--- config.mk ---
export PLATFORM = sky130hd
export DESIGN_NAME = carwash_ctrl_gen_flat
export DESIGN_NICKNAME = d
export VERILOG_FILES = /design/src/rtl/carwash_ctrl_gen_if.sv /design/src/rtl/carwash_ctrl_gen.sv /design/src/flat_wrapper.sv
export SDC_FILE = /design/constraint.sdc
export NUM_CORES = 1
export LEC_CHECK = 0
export CAP_MARGIN = 15
export CORE_MARGIN = 4
export CORE_UTILIZATION = 45
export CTS_CLUSTER_SIZE = 30
export DETAILED_ROUTE_END_ITERATION = 10
export MAX_ROUTING_LAYER = met4
export PLACE_DENSITY = 0.72
export SLEW_MARGIN = 10
export SYNTH_ARGS = -nofsm -noshare
export SYNTH_HDL_FRONTEND = slang
export SYNTH_SLANG_ARGS = --single-unit
--- constraint.sdc ---
create_clock -name clk -period 3.8 [get_ports clk]
set_input_delay 0.76 -clock clk [delete_from_list [all_inputs] [get_ports clk]]
set_output_delay 0.76 -clock clk [all_outputs]
set_load 0.02 [all_outputs]
--- src/rtl/carwash_ctrl_gen_if.sv ---
// Front-panel / valve-driver bundle for the car-wash controller.
// master: panel side (drives TOKEN/START/DELUXE/ESTOP); slave: controller.
interface carwash_ctrl_gen_if #(
  parameter int CREDIT_W = 4
);
  logic                TOKEN;
  logic                START;
  logic                DELUXE;
  logic                ESTOP;
  logic                SPRAY;
  logic                SOAP;
  logic                BUSY;
  logic                DONE;
  logic [CREDIT_W-1:0] CREDIT;

  modport master (
    output TOKEN, START, DELUXE, ESTOP,
    input  SPRAY, SOAP, BUSY, DONE, CREDIT
  );

  modport slave (
    input  TOKEN, START, DELUXE, ESTOP,
    output SPRAY, SOAP, BUSY, DONE, CREDIT
  );
endinterface

--- src/rtl/carwash_ctrl_gen.sv ---
// Car-wash controller: token credit, BASIC/DELUXE programs, internal phase timers, ESTOP.
// Ports: clk, CLR_N (sync active-low), bus (slave: panel inputs, valve/status outputs).
module carwash_ctrl_gen #(
  parameter int CREDIT_W    = 4,
  parameter int MAX_CREDIT  = 15,
  parameter int BASIC_COST  = 1,
  parameter int DELUXE_COST = 2,
  parameter int TIMER_W     = 16,
  parameter int PRE_CYC     = 8,
  parameter int SOAP_CYC    = 6,
  parameter int RINSE_CYC   = 8
) (
  input logic               clk,
  input logic               CLR_N,
  carwash_ctrl_gen_if.slave bus
);

  typedef enum logic [2:0] {
    IDLE, PRE, SOAPING, RINSE, HALT
  } st_t;

  localparam logic [TIMER_W-1:0] PRE_L   = TIMER_W'(PRE_CYC - 1);
  localparam logic [TIMER_W-1:0] SOAP_L  = TIMER_W'(SOAP_CYC - 1);
  localparam logic [TIMER_W-1:0] RINSE_L = TIMER_W'(RINSE_CYC - 1);
  localparam logic [CREDIT_W-1:0] BC  = CREDIT_W'(BASIC_COST);
  localparam logic [CREDIT_W-1:0] DC  = CREDIT_W'(DELUXE_COST);
  localparam logic [CREDIT_W-1:0] MAX = CREDIT_W'(MAX_CREDIT);

  st_t                 st, st_nx;
  logic [TIMER_W-1:0]  tmr, tmr_nx;
  logic [CREDIT_W-1:0] cred, cred_nx;
  logic [CREDIT_W-1:0] cost, sum;
  logic                done_q, done_nx;
  logic                acc;

  always_ff @(posedge clk) begin
    if (!CLR_N) begin
      st     <= IDLE;
      tmr    <= '0;
      cred   <= '0;
      done_q <= 1'b0;
    end else begin
      st     <= st_nx;
      tmr    <= tmr_nx;
      cred   <= cred_nx;
      done_q <= done_nx;
    end
  end

  always_comb begin
    st_nx   = st;
    tmr_nx  = tmr;
    done_nx = 1'b0;
    acc     = 1'b0;
    unique case (st)
      IDLE: begin
        if (bus.START && !bus.ESTOP) begin
          if (bus.DELUXE && cred >= DC) begin
            st_nx  = PRE;
            tmr_nx = PRE_L;
            acc    = 1'b1;
          end else if (!bus.DELUXE && cred >= BC) begin
            st_nx  = RINSE;
            tmr_nx = RINSE_L;
            acc    = 1'b1;
          end
        end
      end
      PRE: begin
        if (bus.ESTOP) begin
          st_nx  = HALT;
          tmr_nx = '0;
        end else if (tmr == '0) begin
          st_nx  = SOAPING;
          tmr_nx = SOAP_L;
        end else begin
          tmr_nx = tmr - 1'b1;
        end
      end
      SOAPING: begin
        if (bus.ESTOP) begin
          st_nx  = HALT;
          tmr_nx = '0;
        end else if (tmr == '0) begin
          st_nx  = RINSE;
          tmr_nx = RINSE_L;
        end else begin
          tmr_nx = tmr - 1'b1;
        end
      end
      RINSE: begin
        if (bus.ESTOP) begin
          st_nx  = HALT;
          tmr_nx = '0;
        end else if (tmr == '0) begin
          st_nx   = IDLE;
          done_nx = 1'b1;
        end else begin
          tmr_nx = tmr - 1'b1;
        end
      end
      HALT: begin
        if (!bus.ESTOP) st_nx = IDLE;
      end
      default: begin
        st_nx  = IDLE;
        tmr_nx = '0;
      end
    endcase
  end

  // Saturate first, then charge: acceptance was judged on the old credit,
  // so the subtraction can never underflow.
  always_comb begin
    cost = '0;
    if (acc) cost = bus.DELUXE ? DC : BC;
    sum = cred;
    if (bus.TOKEN && cred != MAX) sum = cred + 1'b1;
    cred_nx = sum - cost;
  end

  always_comb begin
    bus.SPRAY  = (st == PRE) || (st == RINSE);
    bus.SOAP   = (st == SOAPING);
    bus.BUSY   = (st != IDLE);
    bus.DONE   = done_q;
    bus.CREDIT = cred;
  end

endmodule

--- src/flat_wrapper.sv ---
// flat-port wrapper written by rule: the top's interface ports become plain ports
module carwash_ctrl_gen_flat 
#(
  parameter int CREDIT_W    = 4,
  parameter int MAX_CREDIT  = 15,
  parameter int BASIC_COST  = 1,
  parameter int DELUXE_COST = 2,
  parameter int TIMER_W     = 16,
  parameter int PRE_CYC     = 8,
  parameter int SOAP_CYC    = 6,
  parameter int RINSE_CYC   = 8
)
  (clk, CLR_N, bus_TOKEN, bus_START, bus_DELUXE, bus_ESTOP, bus_SPRAY, bus_SOAP, bus_BUSY, bus_DONE, bus_CREDIT);
  carwash_ctrl_gen_if #(.CREDIT_W(CREDIT_W)) bus_i ();
  input logic clk;
  input logic CLR_N;
  input wire logic [$bits(bus_i.TOKEN)-1:0] bus_TOKEN;
  input wire logic [$bits(bus_i.START)-1:0] bus_START;
  input wire logic [$bits(bus_i.DELUXE)-1:0] bus_DELUXE;
  input wire logic [$bits(bus_i.ESTOP)-1:0] bus_ESTOP;
  output wire logic [$bits(bus_i.SPRAY)-1:0] bus_SPRAY;
  output wire logic [$bits(bus_i.SOAP)-1:0] bus_SOAP;
  output wire logic [$bits(bus_i.BUSY)-1:0] bus_BUSY;
  output wire logic [$bits(bus_i.DONE)-1:0] bus_DONE;
  output wire logic [$bits(bus_i.CREDIT)-1:0] bus_CREDIT;
  assign bus_i.TOKEN = bus_TOKEN;
  assign bus_i.START = bus_START;
  assign bus_i.DELUXE = bus_DELUXE;
  assign bus_i.ESTOP = bus_ESTOP;
  assign bus_SPRAY = bus_i.SPRAY;
  assign bus_SOAP = bus_i.SOAP;
  assign bus_BUSY = bus_i.BUSY;
  assign bus_DONE = bus_i.DONE;
  assign bus_CREDIT = bus_i.CREDIT;
  carwash_ctrl_gen #(.CREDIT_W(CREDIT_W), .MAX_CREDIT(MAX_CREDIT), .BASIC_COST(BASIC_COST), .DELUXE_COST(DELUXE_COST), .TIMER_W(TIMER_W), .PRE_CYC(PRE_CYC), .SOAP_CYC(SOAP_CYC), .RINSE_CYC(RINSE_CYC)) u_core (.clk(clk), .CLR_N(CLR_N), .bus(bus_i));
endmodule
# After elaboration in Yosys (flattened, before gate mapping)
# Index checks and enable logic that the tools add are counted.
# classes
n_bitwise	3
magnitude_cmp	2
mux	29
n_reduce_logical	13
eq_ne	12
n_addsub	3
# op_table
operator	count
two-way mux 16 bit	9
case mux 16 bit (5 select lines)	1
two-way mux 3 bit	10
zero test 16 bit	1
subtractor 16 x 1 -> 16 bit (second input constant)	1
case mux 3 bit (5 select lines)	1
inequality test 3 x 2 -> 1 bit (second input constant)	3
two-way mux 4 bit	2
equality test 3 x 2 -> 1 bit (second input constant)	2
AND reduction 6 bit	1
two-way mux 1 bit	5
adder 4 x 1 -> 4 bit (second input constant)	1
>= comparator 4 x 1 -> 1 bit (second input constant)	1
>= comparator 4 x 2 -> 1 bit (second input constant)	1
logical AND 1 bit	4
inequality test 4 bit (second input constant)	1
AND reduction 4 bit	1
subtractor 4 bit	1
equality test 3 x 1 -> 1 bit (second input constant)	1
equality test 3 bit (second input constant)	1
zero test 3 bit	1
inequality test 3 x 1 -> 1 bit (second input constant)	1
inequality test 3 bit (second input constant)	1
inverter 1 bit	3
7 further kinds	8
# totals
output_inout_bits	8
register_bits	24
in_bits	6
wordCells	66

# Logic depth before layout (Yosys ltp)
# depth
depth_word	8
ltp_mapped	11
ltp_nobuf	11

# Worst setup path after synthesis
# No wires, ideal clock.
# synth_path
kind	register to register
from	register u_core.cred[1], in the netlist u_core.bus.CREDIT[1]
to	register u_core.cred[3], in the netlist u_core.bus.CREDIT[3]
setup_slack_ns	1.397
path_stages_with_launch	11
arrival_time_ns	2.253
setup_ns	0.149
synth_period_minus_slack_ns	2.403
n_path_buf	0
path_cell_list	dfxtp_1 -> ha_1 -> nand3_1 -> nand2_1 -> mux2_2 -> ha_1 -> a21oi_1 -> mux2i_1 -> nand2_1 -> o311ai_0 -> a41oi_1
# synth_via
elab_chain_len	8
elab_cells_between_ends	14
cone_classes	add/sub: 2; order compare: 2; eq/ne: 1; mux: 6; reduce/logical: 3
# synth_rtl
element	line	source
from (decl)	carwash_ctrl_gen.sv:31	logic [CREDIT_W-1:0] cred, cred_nx;
from (signal assigned)	carwash_ctrl_gen.sv:45	cred <= cred_nx;
>= comparator 4 x 1 -> 1 bit	carwash_ctrl_gen.sv:62	end else if (!bus.DELUXE && cred >= BC) begin
logical AND 1 bit	carwash_ctrl_gen.sv:62	
two-way mux 1 bit	carwash_ctrl_gen.sv:62	
two-way mux 1 bit	carwash_ctrl_gen.sv:58	if (bus.DELUXE && cred >= DC) begin
two-way mux 1 bit	carwash_ctrl_gen.sv:57	if (bus.START && !bus.ESTOP) begin
two-way mux 1 bit	carwash_ctrl_gen.sv:55	unique case (st)
two-way mux 4 bit	carwash_ctrl_gen.sv:116	if (acc) cost = bus.DELUXE ? DC : BC;
subtractor 4 bit *	carwash_ctrl_gen.sv:119	cred_nx = sum - cost;
# Every way passes the cells marked *; elsewhere a longest branch is shown, timed or not.
# A chain may end at the register's enable or synchronous reset.

# Final worst setup path
# layout_path
from	input bus_DELUXE
to	register u_core.cred[3], in the netlist u_core.bus.CREDIT[3]
# layout_via
elab_chain_len	8
elab_cells_between_ends	10
cone_classes	add/sub: 1; mux: 6; reduce/logical: 3
# layout_rtl
element	line	source
from (decl)	flat_wrapper.sv:19	input wire logic [$bits(bus_i.DELUXE)-1:0] bus_DELUXE;
zero test 1 bit	carwash_ctrl_gen.sv:62	
logical AND 1 bit	carwash_ctrl_gen.sv:62	
two-way mux 1 bit	carwash_ctrl_gen.sv:62	
two-way mux 1 bit	carwash_ctrl_gen.sv:58	
two-way mux 1 bit	carwash_ctrl_gen.sv:57	
two-way mux 1 bit	carwash_ctrl_gen.sv:55	
two-way mux 4 bit *	carwash_ctrl_gen.sv:116	
subtractor 4 bit *	carwash_ctrl_gen.sv:119	
# Marked as above.

==> results.sh <==
export IMPL_cts_sinks=24
export IMPL_clk_latency_ns=0.32
export IMPL_final_cells=230
export IMPL_synth_xor_area_share_pct=6.83
export IMPL_seqCellArea_sq_um=480
export IMPL_finalWeightedCongestion=0.875
export IMPL_reg2reg_to="u_core.bus.CREDIT[3]"
export IMPL_synth_seq_area_share_pct=31.2
export IMPL_ant_nets=0
export IMPL_clk_path_buf_depth=2
export IMPL_reg2reg_slack_ns=1.19
export IMPL_finalClockSkew_ns=0.0122
export IMPL_drv_cap=0
export IMPL_yosysTopAreaCell="dfxtp_1"
export IMPL_cp_slowest_cell="clkdlybuf4s50_1"
export IMPL_synth_mux_area_fraction_pct=1.38
export IMPL_synth_top_family_by_area="simple AND/OR/NAND/NOR gates"
export IMPL_cts_setup_buffers=0
export IMPL_worstPathCellList="clkdlybuf4s50_1 -> o41ai_4 -> or2_2 -> ha_1 -> a21oi_1 -> mux2i_1 -> nand2_1 -> o311ai_0 -> a41oi_1"
export IMPL_drt_first_pass_iters=4
export IMPL_synth_seq_cells=24
export IMPL_wl_met3_microns=104
export IMPL_wirelength_mm=3.18
export IMPL_htreeDepth=1
export IMPL_syn_nets=193
export IMPL_finalSetupViolCount=0
export IMPL_grt_overflow_total=0
export IMPL_min_period_ns=2.62
export IMPL_clkTransAtPathRegs_ns=0.14
export IMPL_start_util_pct=48.8
export IMPL_fp_coreArea_sq_um=3150
export IMPL_synth_compound_area_share_pct=17.2
export IMPL_wl_met1_mm=1.54
export IMPL_comb_power_share_pct=59.3
export IMPL_p_clk_share_pct=11.1
export IMPL_slowest_delay_ns=0.58
export IMPL_cp_depth=9
export IMPL_io_buffers=13
export IMPL_fin_tns_setup_ns=0
export IMPL_hold_viol=0
export IMPL_synthDistinctLibCells=51
export IMPL_synthSimpleGateAreaFrac_pct=29.2
export IMPL_clock_root_buffer="clkbuf_4"
export IMPL_setup_worst_path_end="u_core.bus.CREDIT[3]"
export IMPL_grt_pass1_vias=1204
export IMPL_wl_met2_mm=1.50
export IMPL_nFillCells=305
export IMPL_fp_row_count=20
export IMPL_dp_cells=226
export IMPL_multi_input_area_sq_um=948
export IMPL_dr_max_layer_used="met4"
export IMPL_die_w_microns=66.5
export IMPL_drtIter0Drc=94
export IMPL_wl_per_cell_microns=13.8
export IMPL_status="completed"
export IMPL_crit_type="input port to flip-flop"
export IMPL_synth_adder_area_share_pct=6.99
export IMPL_cts_repair_resize_count=0
export IMPL_worstRegToRegCells=10
export IMPL_grtUsageTotal_pct=16.1
export IMPL_route_detailed_drc=0
export IMPL_internal_power_uw=890
export IMPL_p_seq_share_pct=29.6
export IMPL_synth_area_per_cell_sq_um=8.60
export IMPL_hpwl_mm=2.24
export IMPL_rsz0062_at_grt="false"
export IMPL_drive_gt1_share_pct=8.60
export IMPL_cp_end_kind="flip-flop"
export IMPL_worst_endpoint_arrival_ns=2.80
export IMPL_final_max_slew_viol_count=0
export IMPL_final_nets=201
export IMPL_syn_area_sq_um=1540
export IMPL_worstPathRequired_ns=3.98
export IMPL_yosysTopAreaCellShare_pct=31.2
export IMPL_cp_startpoint="bus_DELUXE"
export IMPL_via_per_inst=5.66
export IMPL_die_area_sq_um=4420
export IMPL_critPathMaxFanout=3
export IMPL_ys_flop_type="dfxtp_1"
export IMPL_p_sw_share_pct=47.0
export IMPL_worstReg2RegStart="u_core.bus.CREDIT[1]"
export IMPL_antenna_cells=0
export IMPL_leakagePower_nw=0.629
export IMPL_yosysWarnings=0
export IMPL_hold_buffers=0
export IMPL_fmax_mhz=381
export IMPL_cp_buffers_inverters=1
export IMPL_antenna_found_initial=0
export IMPL_relSlewSlack_pct=42.0
export IMPL_cts_buffers=3
export IMPL_grt_pass1_wl_mm=5.53
export IMPL_startpoint_type="input port"
export IMPL_syn_to_final_growth_pct=10.2
export IMPL_grt_max_degree=15
export IMPL_io_pins=14
export IMPL_fin_crit_sh_pct=69.1
export IMPL_worstMarginPinSlew_ns=0.863
export IMPL_p_sw_uw=790
export IMPL_ys_async_sr_fraction_pct=0
export IMPL_hold_path_class="flip-flop to flip-flop"
export IMPL_vdd_drop_max_uv=428
export IMPL_die_h_microns=66.5
export IMPL_cts_tree="yes"
export IMPL_synthCells=179
export IMPL_synthTopCellsByArea="dfxtp_1, xor2_1, nor2_1, ha_1, buf_6"
export IMPL_final_cell_mix="nor2_1, dfxtp_1, clkdlybuf4s50_1"
export IMPL_critPathTopFamily="buffers and inverters"
export IMPL_p_per_area_nw_per_um2=990
export IMPL_vias=1302
export IMPL_synth_edff_count=0
-- how the worst min path moves through the flow --
stage / end / depth (start not counted) / slack [ns] / from
after floorplan: u_core.tmr[5] / 2 / 0.46 / u_core.tmr[5]
after global placement: u_core.tmr[5] / 2 / 0.49 / u_core.tmr[5]
after detailed placement: u_core.tmr[5] / 2 / 0.49 / u_core.tmr[5]
after CTS: u_core.tmr[5] / 2 / 0.51 / u_core.tmr[5]
after global routing: u_core.tmr[5] / 2 / 0.54 / u_core.tmr[5]
final: u_core.tmr[5] / 2 / 0.51 / u_core.tmr[5]
-- Yosys cell counts, types with 4 or more instances --
| cell type | count |
|---|---|
| a21oi_1 | 7 |
| buf_6 | 6 |
| clkbuf_1 | 4 |
| dfxtp_1 | 24 |
| ha_1 | 7 |
| inv_1 | 6 |
| nand2_1 | 9 |
| nand3_1 | 6 |
| nand4_1 | 6 |
| nor2_1 | 24 |
| nor3_1 | 9 |
| o21ai_0 | 9 |
| xor2_1 | 11 |
-- layer usage --
metal,global-route usage (%),vias to the layer above
met1,21.6,612
met4,5.33,0
li1,-,656
met2,24.8,28
met5,-,-
met3,2.36,6
-- cells by family after synthesis --
| family | count (synthesis) |
|---|---|
| AO/OA/AOI/OAI | 35 |
| XOR/XNOR | 12 |
| adder cells (fa/ha/maj) | 8 |
| buffers and inverters | 17 |
| flip-flops | 24 |
| multiplexers | 2 |
| AND/OR/NAND/NOR | 81 |
-- area by class of cell --
type | instances | share of cell area (%)
timing repair buffer | 14 | 8.11
tap | 44 | 3.24
multi-input combinational | 138 | 55.9
sequential | 24 | 28.3
clock buffer | 3 | 1.33
clock inverter | 1 | 1.77
inverter | 6 | 1.33
-- power groups by stage --
stage          combinational, mW  sequential [mW]  clock, mW
4_1_cts                    0.998            0.493      0.191
3_3_place_gp               0.959            0.495          0
2_1_floorplan              0.845            0.451          0
5_1_grt                     1.13            0.518      0.204
6_report                   0.995            0.498      0.186
3_5_place_dp               0.987            0.500          0
-- tightest hold or removal path, stage by stage, from the launching register on --
cell and delay [ns]:
dfxtp_1 0.36, o31ai_1 0.07, a21oi_1 0.06
-- metrics by stage --
| step | hold slack [ns] | total power [mW] | utilization (%) | instance area (sq um) | setup slack, ns |
|---|---|---|---|---|---|
| 3_3_place_gp | 0.487 | 1.45 | 52.1 | 1640 | 0.916 |
| 5_1_grt | 0.537 | 1.85 | 53.8 | 1700 | 1.01 |
| 2_1_floorplan | 0.461 | 1.30 | - | 1540 | 1.40 |
| 6_report | 0.512 | 1.68 | 53.8 | 1700 | 1.18 |
| 3_5_place_dp | 0.491 | 1.49 | 52.1 | 1640 | 0.838 |
| 4_1_cts | 0.512 | 1.68 | 53.8 | 1700 | 1.17 |
-- state kept, by name (all words and copies together), names as in the netlist --
signal / cells
u_core.tmr: 16
u_core.bus.CREDIT: 4
u_core.st: 3
u_core.bus.DONE: 1
No activity file was read; power rests on OpenSTA's default activity.
